File: src/rtl/periph_async_pkg.sv
// Shared definitions for the asynchronous-handshake receiver.
package periph_async_pkg;

   // Receiver FSM states; 2'b11 is unused and recovers to IDLE.
   typedef enum logic [1:0] {
      IDLE    = 2'b00,
      CAPTURE = 2'b01,
      ACK     = 2'b10
   } rx_state_e;

   // Legal range of the assembled word width.
   localparam int WIDTH_MIN = 2;
   localparam int WIDTH_MAX = 32;

endpackage

File: src/rtl/sync_2ff.sv
// Two-flop synchronizer for a single asynchronous bit; clears to 0 on reset.
module sync_2ff (
   input  logic clk,
   input  logic rst,
   input  logic d,
   output logic q
);

   logic meta_q, meta_d;
   logic sync_q, sync_d;

   // Next values simply shift the input down the two-stage chain.
   always_comb begin
      meta_d = d;
      sync_d = meta_q;
   end

   // Synchronizer register chain with asynchronous active-low clear.
   always_ff @(posedge clk or negedge rst) begin
      if (!rst) begin
         meta_q <= 1'b0;
         sync_q <= 1'b0;
      end else begin
         meta_q <= meta_d;
         sync_q <= sync_d;
      end
   end

   assign q = sync_q;

endmodule

File: src/rtl/periph_async_rx.sv
// Four-phase send/ack receiver: one bit per handshake, assembled MSB-first
// into a WIDTH-bit word offered on a valid/ready port. The sender is held
// off only when a bit would complete a word that has nowhere to go.
module periph_async_rx
   import periph_async_pkg::*;
#(
   parameter int WIDTH = 8
) (
   input  logic                     clk,
   input  logic                     rst,
   input  logic                     send,
   input  logic                     data,
   output logic                     ack,
   output logic [WIDTH-1:0]         out_word,
   output logic                     out_valid,
   input  logic                     out_ready,
   output logic [$clog2(WIDTH)-1:0] bit_cnt
);

   localparam int CW = $clog2(WIDTH);
   localparam logic [CW-1:0] LAST_IDX = CW'(WIDTH - 1);

   if (WIDTH < WIDTH_MIN || WIDTH > WIDTH_MAX) begin : g_width_check
      $error("periph_async_rx: WIDTH out of range");
   end

   logic send_s;
   logic data_s;

   rx_state_e        state_q, state_d;
   logic             ack_q, ack_d;
   logic [WIDTH-1:0] shreg_q, shreg_d;
   logic [WIDTH-1:0] out_word_q, out_word_d;
   logic             out_valid_q, out_valid_d;
   logic [CW-1:0]    bit_cnt_q, bit_cnt_d;

   logic word_done;
   logic blocked;

   sync_2ff u_sync_send (
      .clk (clk),
      .rst (rst),
      .d   (send),
      .q   (send_s)
   );

   sync_2ff u_sync_data (
      .clk (clk),
      .rst (rst),
      .d   (data),
      .q   (data_s)
   );

   // The next bit completes a word; if the previous word is still unconsumed
   // that bit must wait, partial-word bits never do.
   assign word_done = (bit_cnt_q == LAST_IDX);
   assign blocked   = out_valid_q && !out_ready && word_done;

   // Handshake FSM, bit assembly and output-word hand-off.
   always_comb begin
      state_d     = state_q;
      ack_d       = ack_q;
      shreg_d     = shreg_q;
      out_word_d  = out_word_q;
      out_valid_d = out_valid_q;
      bit_cnt_d   = bit_cnt_q;

      // Consumer takes the word; a word completing on this edge overrides below.
      if (out_valid_q && out_ready) begin
         out_valid_d = 1'b0;
      end

      case (state_q)
         IDLE: begin
            ack_d = 1'b0;
            if (send_s && !blocked) begin
               state_d = CAPTURE;
            end
         end
         CAPTURE: begin
            shreg_d = {shreg_q[WIDTH-2:0], data_s};
            if (word_done) begin
               out_word_d  = {shreg_q[WIDTH-2:0], data_s};
               out_valid_d = 1'b1;
               bit_cnt_d   = '0;
            end else begin
               bit_cnt_d = bit_cnt_q + CW'(1);
            end
            state_d = ACK;
            ack_d   = 1'b1;
         end
         ACK: begin
            if (send_s) begin
               ack_d = 1'b1;
            end else begin
               state_d = IDLE;
               ack_d   = 1'b0;
            end
         end
         default: begin
            state_d = IDLE;
            ack_d   = 1'b0;
         end
      endcase
   end

   // State and datapath registers; reset discards any partial word.
   always_ff @(posedge clk or negedge rst) begin
      if (!rst) begin
         state_q     <= IDLE;
         ack_q       <= 1'b0;
         shreg_q     <= '0;
         out_word_q  <= '0;
         out_valid_q <= 1'b0;
         bit_cnt_q   <= '0;
      end else begin
         state_q     <= state_d;
         ack_q       <= ack_d;
         shreg_q     <= shreg_d;
         out_word_q  <= out_word_d;
         out_valid_q <= out_valid_d;
         bit_cnt_q   <= bit_cnt_d;
      end
   end

   assign ack       = ack_q;
   assign out_word  = out_word_q;
   assign out_valid = out_valid_q;
   assign bit_cnt   = bit_cnt_q;

endmodule

File: config.mk
export PLATFORM = sky130hd
export DESIGN_NAME = periph_async_rx
export DESIGN_NICKNAME = d
export VERILOG_FILES = /design/src/rtl/periph_async_pkg.sv /design/src/rtl/sync_2ff.sv /design/src/rtl/periph_async_rx.sv
export SDC_FILE = /design/constraint.sdc
export NUM_CORES = 1
export LEC_CHECK = 0
export CORE_MARGIN = 2
export CORE_UTILIZATION = 30
export CTS_CLUSTER_DIAMETER = 200
export CTS_CLUSTER_SIZE = 14
export DETAILED_ROUTE_END_ITERATION = 12
export GPL_TIMING_DRIVEN = 0
export SLEW_MARGIN = 5
export SYNTH_ARGS = -nofsm -noshare
export SYNTH_HDL_FRONTEND = slang
export SYNTH_SLANG_ARGS = --single-unit
File: constraint.sdc
create_clock -name clk -period 2.9 [get_ports clk]
set_input_delay 0.58 -clock clk [delete_from_list [all_inputs] [get_ports clk]]
set_output_delay 0.58 -clock clk [all_outputs]
set_load 0.1 [all_outputs]
==> results of run 1 <==
==> cells in the mapped netlist (all sizes together) <==
cell type,count
dfrtp,26
mux2,19
ha,6
inv,3
nand2,3
o21ai,2
and2,1
buf,1
mux2i,1
nand4b,1
nor2,1
nor3b,1
o21a,1
o31ai,1
==> worst min-delay path by stage <==
stage,startpoint,end,slack (ns)
final,rst,bit_cnt[1],0.23
after detailed placement,u_sync_data.meta_q,u_sync_data.q,0.35
after CTS,u_sync_data.meta_q,u_sync_data.q,0.38
after global placement,u_sync_send.meta_q,u_sync_send.q,0.33
after global routing,rst,out_word[6],0.26
after floorplan,rst,ack,0.28
==> kinds of logic (layout without fill, tap and decap cells) <==
logic type | after synthesis | in the layout
and+or+nand+nor | 7 | 7
DFF | 26 | 26
adders and majority gates | 6 | 6
buffers and inverters | 4 | 25
muxes | 20 | 20
AOI/OAI and AO/OA | 4 | 4
==> registers in the layout, summed over array words and instances (netlist names) <==
register            count
u_sync_send.meta_q      1
state_q                 2
bit_cnt                 3
out_valid               1
u_sync_data.q           1
u_sync_data.meta_q      1
ack                     1
u_sync_send.q           1
out_word                8
shreg_q                 7
==> final cells by class <==
type,instances,area [um^2]
fill,342,2036
inverter,3,11.26
clock buffer,4,36.28
buffer,1,7.507
multi-input combinational,37,372.9
tap,46,57.56
sequential,26,650.6
timing repair buffer,17,165.2
==> metal layers <==
layer	vias to the layer above	track usage	routed length [um]
met5	-	0	0
li1	275	-	-
met4	0	0.02500	13
met2	13	0.1529	733
met1	298	0.1215	750
met3	2	0.03423	71
==> through the flow <==
| step | std cells | hold slack, ns | instance area, um^2 | setup slack (ns) |
|---|---|---|---|---|
| 2_1_floorplan | 67 | 0.2844 | 1042 | 0.8319 |
| 3_3_place_gp | 130 | 0.3345 | 1270 | 0.8141 |
| 3_5_place_dp | 130 | 0.3469 | 1270 | 0.8078 |
| 4_1_cts | 134 | 0.3788 | 1306 | 0.4258 |
| 5_1_grt | 134 | 0.2560 | 1301 | 0.3714 |
| 6_report | 134 | 0.2275 | 1301 | 0.4449 |
==> results.py, run 1 <==
metrics = {
    "logic_synthesis": {
        "syn-num-nets": 78,
        "synthesis.area_mm2": 0.001042,
        "synth.distinct_cells": 16,
        "seq_area_frac_synth": 0.6242,
        "muxShareOfSynthArea": 0.2185,
        "yosys.area_share.simple": 0.04322,
        "synth_warnings": 0,
        "yosys.area_share.adder": 0.07203,
        "synthTopCellsByArea": "dfrtp_1 (62%), mux2_2 (19%), ha_1 (7.2%)",
        "synth_xor_area_frac": 0,
        "synth_top_family_by_area": "multiplexers",
        "synth.avg_cell_area_um2": 15.56,
        "synth_seq_cells": 26,
        "yosys.area.top_type": "dfrtp_1",
        "synth_top_area_share": 0.6242,
        "syn_inst": 67,
        "synth-compound-area-share": 0.02401,
    },
    "place": {
        "port_buffers": 17,
        "gp_congestion": 0.7176,
        "hpwl_mm": 1.078,
    },
    "run_status": {
        "status": "finished, final reports clean",
    },
    "cells_and_area": {
        "final_common_cell": "dfrtp_1",
        "areaGrowthSynthToFinish_pct": 24.85,
        "num-nets-final": 100,
        "layout-drive-gt1-share": 0.2955,
        "diodes": 0,
        "most-common-layout-cells": "dfrtp_1 (26), mux2_2 (18), clkdlybuf4s50_1 (16), ha_1 (6)",
        "finish.utilization": 0.3900,
    },
    "critical_path": {
        "crit_path_end_kind": "output pin",
        "crit_family": "buffers and inverters",
        "reg2regPathDepth": 4,
        "r2r-start": "bit_cnt[0]",
        "path_buf_inv": 1,
        "critical_path.max_fanout": 4,
        "critPathKind": "flip-flop to output pin",
        "path_cells": "clkdlybuf4s50_1",
        "worst-path-stages": 1,
        "crit_path_start_kind": "flip-flop",
        "critPathLaunch": "bit_cnt[0]",
        "cp.required_ns": 2.32,
        "crit_slowest_cell": "clkdlybuf4s50_1",
        "critPathCapture": "bit_cnt[0]",
        "rr_endpoint": "out_word[0]",
        "cpPeakStageDelay_ns": 1.14,
        "rrSetupSlack_ns": 1.38,
        "cp.arrival_ns": 1.88,
    },
    "clock_network": {
        "holdBufCountCts": 0,
        "cts_tree": "built",
        "cts_resized": 0,
        "cts_max_level": 1,
        "clockBufferDepth": 2,
        "post_cts_buffers": 0,
        "clkLatencyLatePin_ns": 0.32,
        "clock-sinks": 26,
        "cts_buffers": 3,
        "root_buffer": "clkbuf_4",
        "clk_pin_slew_ns": 0.14,
    },
    "detailed_routing": {
        "wl_per_cell_um": 11.70,
        "drt-pass1-iter-count": 2,
        "remaining_drc_errors": 0,
        "vias": 588,
        "drt_iter0_markers": 24,
        "avgViaCountPerCell": 4.388,
        "wl_mm": 1.568,
        "ant_nets": 0,
    },
    "die": {
        "die_w_um": 62.94,
        "dieArea_mm2": 0.003961,
        "core_mm2": 0.003337,
        "start_util": 0.3123,
        "die_h_um": 62.94,
        "boundaryPins": 18,
        "rows": 21,
    },
    "grt": {
        "grt_max_degree": 27,
        "grt_first_pass_wirelength_mm": 2.925,
        "grt_overflow": 0,
        "grt_pass1_vias": 645,
        "antenna_found_initial": 0,
        "grtUsageTotal": 0.09527,
    },
    "sta": {
        "skew_ns": 0.01074,
        "hold_viol": 0,
        "min_period_over_period": 0.8466,
        "slew_headroom": 0.3528,
        "fmax_mhz": 407.3,
        "finalMaxSlewViolations": 0,
        "min_period_ns": 2.455,
        "grt_setup_unrepaired": "false",
        "finalSetupViolCount": 0,
        "tns_ns": 0,
        "worst_slew_pin_slew_ns": 0.9678,
    },
    "run": {
        "maxCapViolations": 0,
    },
    "worst_hold_path": {
        "hp-class": "input pin to async pin",
    },
}
Power of run 1 is not shown: default switching activity piles up to over one toggle a cycle in this logic, so the estimate is an artifact.
==> run 2, diff against run 1 <==
==> constraint.sdc (replaced) <==
create_clock -name clk -period 2.1 [get_ports clk]
set_input_delay 0.42 -clock clk [delete_from_list [all_inputs] [get_ports clk]]
set_output_delay 0.42 -clock clk [all_outputs]
set_load 0.1 [all_outputs]
==> run 2 against run 1 <==
Effect of this change: cell count did not move; flip-flop and latch count unchanged; worst hold slack worse by 0.16 ns; clock skew is the same; core utilization decreased by 0.49 points; sequential share of layout area is 0.63 points higher; worst setup slack worse by 0.36 ns; clock-buffer cell count unchanged; first-iteration DRC count unchanged; global-route usage unchanged.
==> results.py, run 2 (synthesized netlist as in run 1, its figures left out) <==
metrics = {
    "worst_hold_path": {
        "hp-class": "input pin to async pin",
    },
    "grt": {
        "grt_max_degree": 27,
        "grtUsageTotal": 0.09527,
        "grt_pass1_vias": 645,
        "grt_overflow": 0,
        "antenna_found_initial": 0,
        "grt_first_pass_wirelength_mm": 2.925,
    },
    "sta": {
        "tns_ns": 0,
        "skew_ns": 0.01074,
        "finalSetupViolCount": 0,
        "finalMaxSlewViolations": 0,
        "min_period_over_period": 0.9583,
        "worst_slew_pin_slew_ns": 0.9564,
        "hold_viol": 0,
        "fmax_mhz": 496.9,
        "slew_headroom": 0.3649,
        "grt_setup_unrepaired": "false",
        "min_period_ns": 2.013,
    },
    "critical_path": {
        "crit_slowest_cell": "dlygate4sd2_1",
        "critPathKind": "flip-flop to output pin",
        "cp.required_ns": 1.68,
        "cp.arrival_ns": 1.59,
        "rrSetupSlack_ns": 0.58,
        "path_cells": "dlygate4sd2_1",
        "critical_path.max_fanout": 4,
        "crit_family": "buffers and inverters",
        "path_buf_inv": 1,
        "crit_path_end_kind": "output pin",
        "cpPeakStageDelay_ns": 0.86,
        "crit_path_start_kind": "flip-flop",
    },
    "clock_network": {
        "cts_max_level": 1,
        "clock-sinks": 26,
        "holdBufCountCts": 0,
        "clk_pin_slew_ns": 0.14,
        "cts_resized": 13,
        "clkLatencyLatePin_ns": 0.32,
        "cts_tree": "built",
        "cts_buffers": 3,
        "post_cts_buffers": 0,
        "clockBufferDepth": 2,
        "root_buffer": "clkbuf_4",
    },
    "cells_and_area": {
        "diodes": 0,
        "areaGrowthSynthToFinish_pct": 23.29,
        "fillCellCount": 348,
        "multiInputGateArea_um2": 372.9,
        "largest_reg_flops": 8,
        "num-nets-final": 100,
        "final_common_cell": "dfrtp_1",
        "layout-drive-gt1-share": 0.2955,
        "most-common-layout-cells": "dfrtp_1 (26), mux2_2 (18), dlygate4sd2_1 (13), ha_1 (6)",
        "area.sequential_um2": 650.6,
    },
    "die": {
        "dieArea_mm2": 0.003961,
        "start_util": 0.3123,
        "rows": 21,
        "boundaryPins": 18,
        "die_h_um": 62.94,
        "die_w_um": 62.94,
        "core_mm2": 0.003337,
    },
    "detailed_routing": {
        "wl_mm": 1.571,
        "drt-pass1-iter-count": 2,
        "remaining_drc_errors": 0,
        "wl_per_cell_um": 11.72,
        "drt_iter0_markers": 24,
        "avgViaCountPerCell": 4.388,
        "vias": 588,
        "ant_nets": 0,
    },
    "place": {
        "port_buffers": 17,
        "hpwl_mm": 1.078,
        "gp_congestion": 0.7176,
    },
    "run_status": {
        "status": "finished, final reports clean",
    },
    "run": {
        "maxCapViolations": 0,
    },
}
==> run 2: final cells by class <==
| type | instances | share of cell area |
|---|---|---|
| Sequential cell | 26 | 0.5063 |
| Clock buffer | 4 | 0.02824 |
| Tap cell | 46 | 0.04479 |
| Multi-Input combinational cell | 37 | 0.2902 |
| Inverter | 3 | 0.008763 |
| Buffer | 1 | 0.005842 |
| Timing Repair Buffer | 17 | 0.1159 |
==> run 2: worst paths after layout <==
path,end,depth (start not counted),from
max in group asynchronous,u_sync_data.q,1,rst
worst min-delay path,bit_cnt[1],1,rst
worst max register to register,out_word[0],4,bit_cnt[0]
worst min register to register,u_sync_send.q,0,u_sync_send.meta_q
worst max-delay path,bit_cnt[0],1,bit_cnt[0]
min in group clk,u_sync_send.q,0,u_sync_send.meta_q
==> run 2: layer usage <==
layer / vias up / GRT usage / part of all wire
met1: 298 / 0.1215 / 0.48
li1: 275 / - / -
met3: 2 / 0.03423 / 0.046
met5: - / 0 / 0
met4: 0 / 0.02500 / 0.0083
met2: 13 / 0.1529 / 0.47
==> run 2: metrics by stage <==
stage / instance area, um^2 / hold WS [ns] / setup WS, ns / std cells / utilization
2_1_floorplan: 1042 / 0.1244 / 0.03189 / 67 / -
3_3_place_gp: 1270 / 0.3345 / 0.1741 / 130 / 0.3806
3_5_place_dp: 1270 / 0.3469 / 0.1678 / 130 / 0.3806
4_1_cts: 1290 / 0.3788 / 0.06842 / 134 / 0.3866
5_1_grt: 1285 / 0.09595 / 0.01638 / 134 / 0.3851
6_report: 1285 / 0.06750 / 0.08748 / 134 / 0.3851
Power of run 2 is left out for the same reason.
==> run 3, diff against run 2 <==
--- a/config.mk
+++ b/config.mk
@@ -5,6 +5,7 @@
 export SDC_FILE = /design/constraint.sdc
 export NUM_CORES = 1
 export LEC_CHECK = 0
+export CORE_ASPECT_RATIO = 0.9
 export CORE_MARGIN = 2
 export CORE_UTILIZATION = 30
 export CTS_CLUSTER_DIAMETER = 200
==> run 3 against run 2 <==
Effect of this change: worst hold slack better by 0.29 ns; design area is 2.9% higher; cell count is 1.5% lower.
==> results.py, run 3 (synthesized netlist as in run 1, its figures left out) <==
metrics = {
    "cells_and_area": {
        "largest_reg_flops": 8,
        "num-nets-final": 100,
        "most-common-layout-cells": "dfrtp_1 (26), mux2_2 (18), dlygate4sd2_1 (13), ha_1 (6), clkdlybuf4s50_1 (4)",
        "finish.utilization": 0.3944,
        "diodes": 0,
        "areaGrowthSynthToFinish_pct": 26.89,
        "fin_area_mm2": 0.001323,
        "layout-drive-gt1-share": 0.2841,
        "final_common_cell": "dfrtp_1",
        "fillCellCount": 331,
    },
    "die": {
        "core_mm2": 0.003353,
        "boundaryPins": 18,
        "rows": 20,
        "dieArea_mm2": 0.003962,
        "die_h_um": 59.92,
        "die_w_um": 66.13,
        "start_util": 0.3108,
    },
    "run_status": {
        "status": "finished, final reports clean",
    },
    "clock_network": {
        "clk_pin_slew_ns": 0.09,
        "clockBufferDepth": 2,
        "clock-sinks": 26,
        "clkLatencyLatePin_ns": 0.27,
        "cts_tree": "built",
        "cts_max_level": 1,
        "root_buffer": "clkbuf_8",
        "post_cts_buffers": 0,
        "cts_buffers": 3,
    },
    "grt": {
        "grtUsageTotal": 0.09766,
        "grt_pass1_vias": 589,
        "grt_max_degree": 27,
        "grt_overflow": 0,
        "antenna_found_initial": 0,
        "grt_first_pass_wirelength_mm": 2.794,
    },
    "run": {
        "maxCapViolations": 0,
    },
    "sta": {
        "min_period_over_period": 0.9262,
        "finalMaxSlewViolations": 0,
        "slew_headroom": 0.2588,
        "finalSetupViolCount": 0,
        "fin_hold_ws_ns": 0.3549,
        "hold_viol": 0,
        "grt_setup_unrepaired": "false",
        "tns_ns": 0,
        "min_period_ns": 1.945,
        "skew_ns": 0.003674,
        "worst_slew_pin_slew_ns": 1.108,
        "fmax_mhz": 514.1,
    },
    "place": {
        "gp_congestion": 0.6168,
        "place_area_mm2": 0.001267,
        "port_buffers": 17,
        "hpwl_mm": 1.196,
    },
    "critical_path": {
        "path_buf_inv": 1,
        "crit_slowest_cell": "dlygate4sd2_1",
        "critical_path.max_fanout": 4,
        "rrSetupSlack_ns": 0.60,
        "path_cells": "dlygate4sd2_1",
        "cp.required_ns": 1.68,
        "cp.arrival_ns": 1.53,
        "crit_path_end_kind": "output pin",
        "cpPeakStageDelay_ns": 0.87,
        "crit_path_start_kind": "flip-flop",
        "crit_family": "buffers and inverters",
        "critPathKind": "flip-flop to output pin",
    },
    "worst_hold_path": {
        "hp-class": "flip-flop to flip-flop",
    },
    "detailed_routing": {
        "vias": 578,
        "avgViaCountPerCell": 4.379,
        "ant_nets": 0,
        "drt-pass1-iter-count": 3,
        "drt_iter0_markers": 11,
        "wl_mm": 1.620,
        "remaining_drc_errors": 0,
        "wl_per_cell_um": 12.27,
    },
}
==> run 3: final timing paths <==
path                                     from            end  depth (start not counted)
max                                bit_cnt[0]     bit_cnt[0]                          1
min                        u_sync_data.meta_q  u_sync_data.q                          0
max reg2reg                        bit_cnt[0]    out_word[5]                          4
min reg2reg                u_sync_data.meta_q  u_sync_data.q                          0
max in group asynchronous                 rst      out_valid                          1
min in group asynchronous                 rst    out_word[5]                          1
==> run 3: routing by layer <==
layer	track usage	wire length, um	up-vias
met5	0	0	-
met4	0.04373	19	0
met3	0.03390	82	2
met2	0.1486	775	12
met1	0.1262	743	295
li1	-	-	269
==> run 3: timing repair <==
| item | 4_1_cts | 5_1_grt |
|---|---|---|
| endpoints found under the setup margin | 13 | 0 |
| hold buffers | 0 | 0 |
| resized for setup | 13 | 0 |
==> run 3: final cells by class <==
| cell class | count | area (um^2) | share of cell area |
|---|---|---|---|
| Buffer | 1 | 7.507 | 0.005676 |
| Inverter | 3 | 11.26 | 0.008515 |
| Clock inverter | 1 | 30.03 | 0.02271 |
| Tap cell | 44 | 55.05 | 0.04163 |
| Multi-Input combinational cell | 37 | 372.9 | 0.2819 |
| Clock buffer | 3 | 41.29 | 0.03122 |
| Sequential cell | 26 | 650.6 | 0.4920 |
| Timing Repair Buffer | 17 | 153.9 | 0.1164 |
==> run 3: per-stage QoR <==
step,instances,setup slack [ns]
floorplan,67,0.03189
global placement,128,0.1739
detailed placement,128,0.1641
CTS,132,0.1394
global route,132,0.1151
finish,132,0.1549
Power of run 3 is left out for the same reason.
